[config.mk]
export PLATFORM = sky130hd
export DESIGN_NAME = ex_pipe
export DESIGN_NICKNAME = d
export VERILOG_FILES = /design/src/rtl/ex_pkg.sv /design/src/rtl/ex_muldiv.sv /design/src/rtl/ex_pipe.sv
export SDC_FILE = /design/constraint.sdc
export NUM_CORES = 1
export LEC_CHECK = 0
export CORE_MARGIN = 1.5
export CORE_UTILIZATION = 40
export DETAILED_ROUTE_END_ITERATION = 7
export PLACE_DENSITY = 0.58
export SLEW_MARGIN = 10
export SYNTH_ARGS = -nofsm -noshare
export SYNTH_HDL_FRONTEND = slang
export SYNTH_HIERARCHICAL = 1
export SYNTH_SLANG_ARGS = --single-unit
[constraint.sdc]
create_clock -name clk -period 8.6 [get_ports clk]
set_input_delay 1.29 -clock clk [delete_from_list [all_inputs] [get_ports clk]]
set_output_delay 1.29 -clock clk [all_outputs]
set_load 0.02 [all_outputs]
[src/rtl/ex_pkg.sv]
// ---------------------------------------------------------------------------
// ex_pkg
// Purpose : Definitions shared by the execute pipe: the default operand
//           width, the ALU operation codes and the encoding of the
//           control FSM.
// Contents: DEFAULT_DATA_W, OP_* operation codes, ST_* FSM state constants,
//           and is_muldiv_op(), which picks out the multi-cycle operations.
// ---------------------------------------------------------------------------
package ex_pkg;

    localparam int DEFAULT_DATA_W = 32;

    localparam logic [3:0] OP_ADD  = 4'd0;
    localparam logic [3:0] OP_SUB  = 4'd1;
    localparam logic [3:0] OP_AND  = 4'd2;
    localparam logic [3:0] OP_OR   = 4'd3;
    localparam logic [3:0] OP_XOR  = 4'd4;
    localparam logic [3:0] OP_SLL  = 4'd5;
    localparam logic [3:0] OP_SRL  = 4'd6;
    localparam logic [3:0] OP_SRA  = 4'd7;
    localparam logic [3:0] OP_SLTU = 4'd8;
    localparam logic [3:0] OP_MUL  = 4'd9;
    localparam logic [3:0] OP_DIVU = 4'd10;
    localparam logic [3:0] OP_REMU = 4'd11;

    localparam logic [1:0] ST_IDLE = 2'd0;
    localparam logic [1:0] ST_BUSY = 2'd1;
    localparam logic [1:0] ST_HOLD = 2'd2;

    // True for the operations that run through the iterative datapath.
    function automatic logic is_muldiv_op(input logic [3:0] op);
        return (op == OP_MUL) || (op == OP_DIVU) || (op == OP_REMU);
    endfunction

endpackage

[src/rtl/ex_muldiv.sv]
// ---------------------------------------------------------------------------
// ex_muldiv
// Purpose : Iterative unsigned multiply (shift-add, low half of the product)
//           and unsigned divide/remainder (restoring). Each operation takes
//           one bit per cycle, DATA_W cycles in all.
// Ports   : clk, rst_n       - clock, asynchronous active-low reset
//           start            - load operands and begin (ignored bits of op
//                              other than MUL/DIVU/REMU select DIVU)
//           op               - OP_MUL, OP_DIVU or OP_REMU
//           a, b             - operand A, operand B
//           done             - high during the final iteration cycle
//           result           - valid while done is high
// ---------------------------------------------------------------------------
module ex_muldiv
    import ex_pkg::*;
#(
    parameter int DATA_W = DEFAULT_DATA_W
) (
    input  logic              clk,
    input  logic              rst_n,
    input  logic              start,
    input  logic [3:0]        op,
    input  logic [DATA_W-1:0] a,
    input  logic [DATA_W-1:0] b,
    output logic              done,
    output logic [DATA_W-1:0] result
);

    localparam int CNT_W = $clog2(DATA_W);

    logic              active_q,  active_d;
    logic [CNT_W-1:0]  cnt_q,     cnt_d;
    logic              is_mul_q,  is_mul_d;
    logic              want_rem_q, want_rem_d;
    // acc: product accumulator (MUL) or partial remainder (DIVU/REMU)
    logic [DATA_W-1:0] acc_q,     acc_d;
    // sh: multiplier shifting right (MUL) or dividend shifting out while
    //     quotient bits shift in (DIVU/REMU)
    logic [DATA_W-1:0] sh_q,      sh_d;
    // opb: multiplicand shifting left (MUL) or fixed divisor (DIVU/REMU)
    logic [DATA_W-1:0] opb_q,     opb_d;

    logic [DATA_W-1:0] acc_step;
    logic [DATA_W-1:0] sh_step;
    logic [DATA_W-1:0] opb_step;
    logic [DATA_W:0]   trial;
    logic [DATA_W:0]   diff;

    // One iteration of the selected algorithm. For division the divisor is
    // trial-subtracted from the shifted remainder; a borrow out of the top
    // bit means the subtraction is undone and a 0 quotient bit is recorded.
    // A zero divisor never borrows, which naturally yields an all-ones
    // quotient and leaves the dividend as the remainder.
    always_comb begin
        acc_step = acc_q;
        sh_step  = sh_q;
        opb_step = opb_q;
        trial    = {acc_q, sh_q[DATA_W-1]};
        diff     = trial - {1'b0, opb_q};
        if (is_mul_q) begin
            acc_step = acc_q + (sh_q[0] ? opb_q : '0);
            sh_step  = sh_q >> 1;
            opb_step = opb_q << 1;
        end else if (!diff[DATA_W]) begin
            acc_step = diff[DATA_W-1:0];
            sh_step  = {sh_q[DATA_W-2:0], 1'b1};
        end else begin
            acc_step = trial[DATA_W-1:0];
            sh_step  = {sh_q[DATA_W-2:0], 1'b0};
        end
    end

    // The last iteration is combinational so the result can be registered
    // by the caller in the same cycle the counter reaches its end.
    assign done   = active_q && (cnt_q == CNT_W'(DATA_W - 1));
    assign result = (is_mul_q || want_rem_q) ? acc_step : sh_step;

    // Operand loading on start, then one iteration per cycle until done.
    always_comb begin
        active_d   = active_q;
        cnt_d      = cnt_q;
        is_mul_d   = is_mul_q;
        want_rem_d = want_rem_q;
        acc_d      = acc_q;
        sh_d       = sh_q;
        opb_d      = opb_q;
        if (start) begin
            active_d   = 1'b1;
            cnt_d      = '0;
            is_mul_d   = (op == OP_MUL);
            want_rem_d = (op == OP_REMU);
            acc_d      = '0;
            sh_d       = (op == OP_MUL) ? b : a;
            opb_d      = (op == OP_MUL) ? a : b;
        end else if (active_q) begin
            acc_d = acc_step;
            sh_d  = sh_step;
            opb_d = opb_step;
            if (done) begin
                active_d = 1'b0;
                cnt_d    = '0;
            end else begin
                cnt_d = cnt_q + CNT_W'(1);
            end
        end
    end

    always_ff @(posedge clk or negedge rst_n) begin
        if (!rst_n) begin
            active_q   <= 1'b0;
            cnt_q      <= '0;
            is_mul_q   <= 1'b0;
            want_rem_q <= 1'b0;
            acc_q      <= '0;
            sh_q       <= '0;
            opb_q      <= '0;
        end else begin
            active_q   <= active_d;
            cnt_q      <= cnt_d;
            is_mul_q   <= is_mul_d;
            want_rem_q <= want_rem_d;
            acc_q      <= acc_d;
            sh_q       <= sh_d;
            opb_q      <= opb_d;
        end
    end

endmodule

[src/rtl/ex_pipe.sv]
// ---------------------------------------------------------------------------
// ex_pipe
// Purpose : Execute stage with a valid/ready handshake on both sides.
//           Single-cycle ALU ops produce a registered result one cycle after
//           acceptance; MUL/DIVU/REMU run in ex_muldiv (when MULDIV_EN=1)
//           and present their result DATA_W+1 cycles after acceptance.
// Ports   : clk, rst_n            - clock, asynchronous active-low reset
//           in_valid / in_ready   - operation handshake
//           rD1                   - operand A
//           rD2, ext, alub_sel    - operand B source (0 = rD2, 1 = ext)
//           alu_op                - operation code (see ex_pkg)
//           out_valid / out_ready - result handshake
//           res                   - registered result
//           flag                  - {sign, zero} of res
// ---------------------------------------------------------------------------
module ex_pipe
    import ex_pkg::*;
#(
    parameter int DATA_W    = DEFAULT_DATA_W,
    parameter int MULDIV_EN = 1
) (
    input  logic              clk,
    input  logic              rst_n,
    input  logic              in_valid,
    output logic              in_ready,
    input  logic [DATA_W-1:0] rD1,
    input  logic [DATA_W-1:0] rD2,
    input  logic [DATA_W-1:0] ext,
    input  logic              alub_sel,
    input  logic [3:0]        alu_op,
    output logic              out_valid,
    input  logic              out_ready,
    output logic [DATA_W-1:0] res,
    output logic [1:0]        flag
);

    localparam int SH_W = $clog2(DATA_W);

    logic [1:0]        state_q,     state_d;
    logic              out_valid_q, out_valid_d;
    logic [DATA_W-1:0] res_q,       res_d;
    logic [1:0]        flag_q,      flag_d;

    logic [DATA_W-1:0] opa;
    logic [DATA_W-1:0] opb;
    logic [SH_W-1:0]   shamt;
    logic [DATA_W-1:0] alu_res;
    logic [1:0]        alu_flag;
    logic              op_is_muldiv;
    logic              accept;
    logic              md_start;
    logic              md_done;
    logic [DATA_W-1:0] md_result;
    logic [1:0]        md_flag;

    // A new op can enter when idle, or when the held result leaves in the
    // same cycle; the iterative unit blocks intake while it runs.
    assign in_ready     = (state_q == ST_IDLE) || ((state_q == ST_HOLD) && out_ready);
    assign accept       = in_valid && in_ready;
    assign op_is_muldiv = (MULDIV_EN != 0) && is_muldiv_op(alu_op);
    assign md_start     = accept && op_is_muldiv;

    assign opa   = rD1;
    assign opb   = alub_sel ? ext : rD2;
    assign shamt = opb[SH_W-1:0];

    // Single-cycle ALU. Anything not listed (including MUL/DIVU/REMU when
    // the iterative unit is absent) is illegal and yields zero, which in
    // turn produces the zero flag.
    always_comb begin
        alu_res = '0;
        case (alu_op)
            OP_ADD:  alu_res = opa + opb;
            OP_SUB:  alu_res = opa - opb;
            OP_AND:  alu_res = opa & opb;
            OP_OR:   alu_res = opa | opb;
            OP_XOR:  alu_res = opa ^ opb;
            OP_SLL:  alu_res = opa << shamt;
            OP_SRL:  alu_res = opa >> shamt;
            OP_SRA:  alu_res = $unsigned($signed(opa) >>> shamt);
            OP_SLTU: alu_res = {{(DATA_W-1){1'b0}}, (opa < opb)};
            default: alu_res = '0;
        endcase
    end

    assign alu_flag = {alu_res[DATA_W-1], (alu_res == '0)};
    assign md_flag  = {md_result[DATA_W-1], (md_result == '0)};

    generate
        if (MULDIV_EN != 0) begin : g_muldiv
            ex_muldiv #(
                .DATA_W (DATA_W)
            ) u_muldiv (
                .clk    (clk),
                .rst_n  (rst_n),
                .start  (md_start),
                .op     (alu_op),
                .a      (opa),
                .b      (opb),
                .done   (md_done),
                .result (md_result)
            );
        end else begin : g_no_muldiv
            assign md_done   = 1'b0;
            assign md_result = '0;
        end
    endgenerate

    // Control FSM. In HOLD the output handshake is applied first so that a
    // same-cycle acceptance can overwrite it with the next op's outcome.
    always_comb begin
        state_d     = state_q;
        out_valid_d = out_valid_q;
        res_d       = res_q;
        flag_d      = flag_q;
        case (state_q)
            ST_IDLE, ST_HOLD: begin
                if ((state_q == ST_HOLD) && out_ready) begin
                    state_d     = ST_IDLE;
                    out_valid_d = 1'b0;
                end
                if (accept) begin
                    if (op_is_muldiv) begin
                        state_d     = ST_BUSY;
                        out_valid_d = 1'b0;
                    end else begin
                        state_d     = ST_HOLD;
                        out_valid_d = 1'b1;
                        res_d       = alu_res;
                        flag_d      = alu_flag;
                    end
                end
            end
            ST_BUSY: begin
                if (md_done) begin
                    state_d     = ST_HOLD;
                    out_valid_d = 1'b1;
                    res_d       = md_result;
                    flag_d      = md_flag;
                end
            end
            default: begin
                state_d     = ST_IDLE;
                out_valid_d = 1'b0;
            end
        endcase
    end

    always_ff @(posedge clk or negedge rst_n) begin
        if (!rst_n) begin
            state_q     <= ST_IDLE;
            out_valid_q <= 1'b0;
            res_q       <= '0;
            flag_q      <= 2'b00;
        end else begin
            state_q     <= state_d;
            out_valid_q <= out_valid_d;
            res_q       <= res_d;
            flag_q      <= flag_d;
        end
    end

    assign out_valid = out_valid_q;
    assign res       = res_q;
    assign flag      = flag_q;

endmodule

==> results.cfg, run 1 <==
[worst_setup_path]
arrival_ns = 7.07
slowest_stage = nor4_1
required_ns = 9.02
worstPathMaxFanout = 24
path_cells = buf_2 > buf_4 > mux2i_4 > ha_1 > nor2_1 > nand3_1 > a21oi_1 > o21ai_0 > and3_1 > a31o_1 > a2111oi_1 > nand4_1 > nor4_1 > nand4_1 > nor4_2 > a31o_1
r2r_cells = 18
r2r_start = g_muldiv.u_muldiv/sh_q[0]
worst_path_largest_cell_delay_ns = 0.75
critPathLaunchType = primary input
critPathLaunch = alub_sel
critPathCaptureType = register
critical_path_class = primary input to register

[synthesis]
synth_edf_count = 0
synth_top_area_share_pct = 16.0
yosysMostFrequentCell = nand2_1
syn_nets = 3147
synth-async-reset-ratio_pct = 100
avgSynthCellArea_um2 = 7.58
synth_area_leaders = dfrtp_1 (16%), mux2i_1 (9.9%), ha_1 (9.4%)
yosysSeqAreaShare_pct = 16.0
synthFlopType = dfrtp_1
synth_top_area_cell = dfrtp_1
synth_common_cells = nand2_1 (307), a21oi_1 (265), nor2_1 (255)
synth_cells = 2875
ys_types = 106
ys_warn_count = 6
synth-seq-cells = 139
synth_area_um2 = 21800

[hold_path]
holdCritPathClass = register to register
holdCritStartpoint = res[15]
whs_path_depth = 1

[pwr]
ir_drop_mv = 0.276
power_frac_clock_pct = 10.5
switchingPower_mw = 4.11
power_frac_comb_pct = 72.2
p_int_mw = 3.66
p_sw_share_pct = 52.9
power_density_nw_per_um2 = 318
p_seq_share_pct = 17.3
leakagePower_nw = 10.0
finalPower_mw = 7.77

[route]
drt-initial-drc-count = 2776
wl_mm = 104
ant_nets = 0
wire_per_inst_um = 28.7
vias = 24327
drc = 0
viasPerCell = 6.74
drt_pass1_iterations = 6

[global_routing]
grt_overflow = 0
grt_pass1_vias = 22611
antenna_found_initial = 0
grt_start_max_net_pins = 111
met2_usage_pct = 54.6
grt_pass1_wl_mm = 152
grt_use_met3_pct = 7.71
met1_usage_pct = 50.1
grt_usage_pct = 36.3
grt-busiest-layer = met2

[floorplanning]
initial_core_util_pct = 40.5
coreArea_um2 = 53800
rows = 85
io-pin-count = 141
dieArea_um2 = 55900
die_height_um = 236
die_w_um = 236

[clock_tree]
root_buffer = clkbuf_16
htree_levels = 4
postCtsSetupRepairBufs = 0
ctsHoldBuffers = 0
clk_path_buf_depth = 2
clock_latency_ns = 0.47
cts-buffers-inserted = 17
cts_tree = done
cts.sinks = 139
cts.clk_slew.worst_paths_ns = 0.07
cts-resized-gates = 0

[timing]
setup-tns-final_ns = 0
min_period_over_period_pct = 77.4
fin_skew_ns = 0.0147
hold_viol_final = 0
finalSetupViolCount = 0
tightest_slew_ns = 1.24
rsz0062_at_grt = false
worst_hold_slack_ns = 0.509
drv_slew = 0
slew_headroom_pct = 17.6
max_freq_mhz = 150
fin_crit_ns = 6.66

[final_layout]
seqCellArea_um2 = 3480
area_growth_pct = 12.1
diodes = 0
drive_gt1_share_pct = 8.28
finalNonFillerCells = 3608
multiInputGateArea_um2 = 17000
n_fill_cell = 5504
num-nets-final = 3172

[outcome]
status = completed

[placed_design]
numPortBuffers = 140
dp_cells = 3577
globalplace.congestion = 1.02
dpl.hpwl_mm = 80.3

[run]
maxCapViolations = 0
[placed cells by master, fill, tap and decap left out, types with 43 or more instances in the layout]
master,n
dfrtp_1,138
mux4_2,46
a31oi_1,46
inv_1,145
nand2_1,307
nand3_1,57
nor2_1,253
nor3_1,52
and2_1,43
ha_1,163
o21ai_0,207
clkdlybuf4s50_1,138
a21o_1,48
buf_4,65
mux2i_1,212
a21oi_1,264
a211oi_1,76
[metal layers]
metal | wire [um] | vias up
met3 | 10300 | 248
met4 | 4760 | 0
met1 | 44200 | 11876
met2 | 44300 | 1410
met5 | 0 | -
li1 | - | 10793
[worst max-delay path, delay by kind of cell]
family	cells	cell delay, ns
adder cells (fa/ha/maj)	1	0.43
buffers and inverters	2	0.91
multiplexers	1	0.58
AO/OA/AOI/OAI	5	1.69
AND/OR/NAND/NOR	7	2.14
[power by group through the flow]
stage	sequential (mW)	clock (mW)	combinational, mW
finish	1.35	0.815	5.61
CTS	1.34	0.830	5.52
detailed placement	1.35	0	5.48
floorplan	1.28	0	3.89
global placement	1.35	0	5.42
global route	1.39	0.858	6.09
[registers in the layout, summed over array words and instances (netlist names)]
register and flops:
g_muldiv.u_muldiv/active_q 1, g_muldiv.u_muldiv/sh_q 32, g_muldiv.u_muldiv/cnt_q 5, g_muldiv.u_muldiv/is_mul_q 1, flag 1, res 32, g_muldiv.u_muldiv/acc_q 32, g_muldiv.u_muldiv/opb_q 32
g_muldiv.u_muldiv/want_rem_q 1, state_q 2
[final timing paths]
check                                             endpoint  slack, ns
worst max-delay path                               flag[0]       1.94
worst min-delay path                               res[15]       0.51
worst max register to register                     flag[0]       2.43
worst min register to register                     res[15]       0.51
max in group asynchronous       g_muldiv.u_muldiv/cnt_q[3]       6.30
min in group asynchronous       g_muldiv.u_muldiv/acc_q[6]       0.84
[stage by stage]
stage / cell area (um2) / util, % / worst slack, ns
after floorplan: 21800 / - / 2.66
after global placement: 23800 / 44.2 / 1.89
after detailed placement: 23800 / 44.2 / 1.73
after CTS: 24400 / 45.4 / 2.24
after global routing: 24400 / 45.4 / 1.77
final: 24400 / 45.4 / 1.94
[final cells by class]
class                      instances  share of cell area [%]
clock buffer                      18                    1.80
timing repair buffer             206                    7.81
clock inverter                    13                   0.774
inverter                         150                    2.31
sequential                       139                    14.3
tap                              696                    3.57
multi-input combinational       2386                    69.5
[logic make-up (layout without fill, tap and decap cells)]
logic type                 after synthesis  count (layout)  share of synthesized area [%]
AOI/OAI and AO/OA                     1000            1000                           30.5
and+or+nand+nor                        868             868                           18.3
buffers and inverters                  350             387                           6.63
DFF                                    139             139                           16.0
xor gates and xnor gates                60              60                           2.41
adders and majority gates              167             167                           9.73
muxes                                  291             291                           16.5
Power figures use the tool's default switching activity.
==> run 2, diff against run 1 <==
PLACE_DENSITY = 0.6   (was 0.58)
clock period = 6.1 ns   (was 8.6 ns; I/O delays follow)
==> results.cfg, run 2 (synthesis gave the netlist of run 1 again) <==
[outcome]
status = completed

[pwr]
p_seq_share_pct = 18.0
power_density_nw_per_um2 = 441
power_frac_comb_pct = 72.6
switchingPower_mw = 5.89
leakagePower_nw = 10.3
p_int_mw = 5.06
p_sw_share_pct = 53.8
power_frac_clock_pct = 9.4
finalPower_mw = 10.9
ir_drop_mv = 0.232

[clock_tree]
cts-buffers-inserted = 17
cts.clk_slew.worst_paths_ns = 0.07
clk_path_buf_depth = 2
htree_levels = 4
cts-resized-gates = 0
clock_latency_ns = 0.48
root_buffer = clkbuf_16
cts_tree = done
ctsHoldBuffers = 0
cts.sinks = 139
postCtsSetupRepairBufs = 0

[timing]
setup-tns-final_ns = 0
slew_headroom_pct = 20.9
max_freq_mhz = 172
fin_crit_ns = 5.80
min_period_over_period_pct = 95.1
tightest_slew_ns = 1.18
rsz0062_at_grt = false
drv_slew = 0
hold_viol_final = 0
finalSetupViolCount = 0
fin_skew_ns = 0.0111

[placed_design]
globalplace.congestion = 1.01
numPortBuffers = 140
dpl.hpwl_mm = 82.4

[final_layout]
area_growth_pct = 13.9
num-nets-final = 3227
layout_common_cells = nand2_1 (307), a21oi_1 (264), nor2_1 (252), mux2i_1 (212), o21ai_0 (207)
layout_commonest_cell = nand2_1
diodes = 0
drive_gt1_share_pct = 10.0

[worst_setup_path]
critical_path_class = register to register
crit_top_cell = a21oi_1
required_ns = 6.52
path_cells = inv_1 > ha_1 > inv_1 > fa_1 > a21o_1 > a311oi_2 > buf_4 > or4_4 > a21oi_4 > o21a_2 > o211a_4 > mux2_2 > a21oi_1 > a21oi_1 > nor4_1 > nand4_1 > nor2_1 > nand4_1 > a21oi_1 > a31o_1
crit_buf_inv = 3
arrival_ns = 6.22
crit_family = simple AND/OR/NAND/NOR gates
critPathLaunchType = register
worstPathMaxFanout = 32
worst_path_largest_cell_delay_ns = 0.84
slowest_stage = nor4_1
critPathCaptureType = register

[global_routing]
grt_pass1_wl_mm = 154
grt_pass1_vias = 23258
antenna_found_initial = 3
grt_start_max_net_pins = 82
grt_overflow = 0
grt_usage_pct = 36.6

[route]
viasPerCell = 6.76
ant_nets = 0
vias = 24765
drt-initial-drc-count = 3195
drt_pass1_iterations = 6
drc = 0
wire_per_inst_um = 28.5
wl_mm = 104

[floorplanning]
io-pin-count = 141
die_height_um = 236
rows = 85
dieArea_um2 = 55900
coreArea_um2 = 53800
die_w_um = 236
initial_core_util_pct = 40.5

[hold_path]
holdCritPathClass = primary input to asynchronous set/reset pin

[run]
maxCapViolations = 0
-- run 2: changes by cell type in the layout (fill, tap and decap cells not counted), sizes merged --
cell	before	now
buf	68	123
bufinv	4	0
clkbuf	18	19
clkinv	4	7
clkinvlp	2	3
-- run 2: layout make-up --
| class | instances | area, um2 |
|---|---|---|
| fillers | 5520 | 29000 |
| multi-input cells | 2386 | 17000 |
| flip-flops and latches | 139 | 3480 |
| repair buffers | 261 | 2370 |
| well taps | 696 | 871 |
| inverters | 150 | 563 |
| clock buffers | 19 | 443 |
| clock inverters | 13 | 111 |
-- run 2: path summary, 6_finish.rpt --
kind	from	end	slack, ns	cells past startpoint
min in group clk	res[15]	res[15]	0.51	1
max in group asynchronous	rst_n	res[29]	4.18	2
hold / removal	rst_n	g_muldiv.u_muldiv/opb_q[12]	0.44	1
hold reg to reg	res[15]	res[15]	0.51	1
setup / recovery	g_muldiv.u_muldiv/sh_q[31]	flag[0]	0.30	20
setup reg to reg	g_muldiv.u_muldiv/sh_q[31]	flag[0]	0.30	20
-- run 2: layer usage --
metal / wire (um) / up-vias / GRT usage, %
met5: 23 / - / 0
met2: 44600 / 1572 / 54.8
met4: 5760 / 4 / 18.6
met1: 43900 / 11954 / 50.0
li1: - / 10931 / -
met3: 10100 / 304 / 6.93
-- run 2: metrics by stage --
step | util (%) | cells | area (um2) | setup WS (ns) | hold WS, ns
2_1_floorplan | - | 2875 | 21800 | 0.540 | 0.472
3_3_place_gp | 45.1 | 3632 | 24300 | 0.321 | 0.494
3_5_place_dp | 45.1 | 3632 | 24300 | 0.231 | 0.500
4_1_cts | 46.1 | 3664 | 24800 | 0.593 | 0.494
5_1_grt | 46.1 | 3664 | 24800 | 0.270 | 0.506
6_report | 46.1 | 3664 | 24800 | 0.298 | 0.438
-- run 2: worst register-to-register path: cells and delay by family (launching register included) --
kind	cells	cell delay, ns
and+or+nand+nor	5	2.12
AOI/OAI and AO/OA	9	1.97
adders and majority gates	2	0.46
muxes	1	0.42
buffers and inverters	3	0.40
DFF	1	0.39
-- run 2: power by group through the flow --
stage               Clock [mW]  Combinational [mW]  Sequential [mW]
floorplan                    0                5.48             1.80
finish                    1.03                7.95             1.97
global route              1.07                8.55             2.01
global placement             0                7.64             1.96
detailed placement           0                7.73             1.97
CTS                       1.05                7.78             1.96
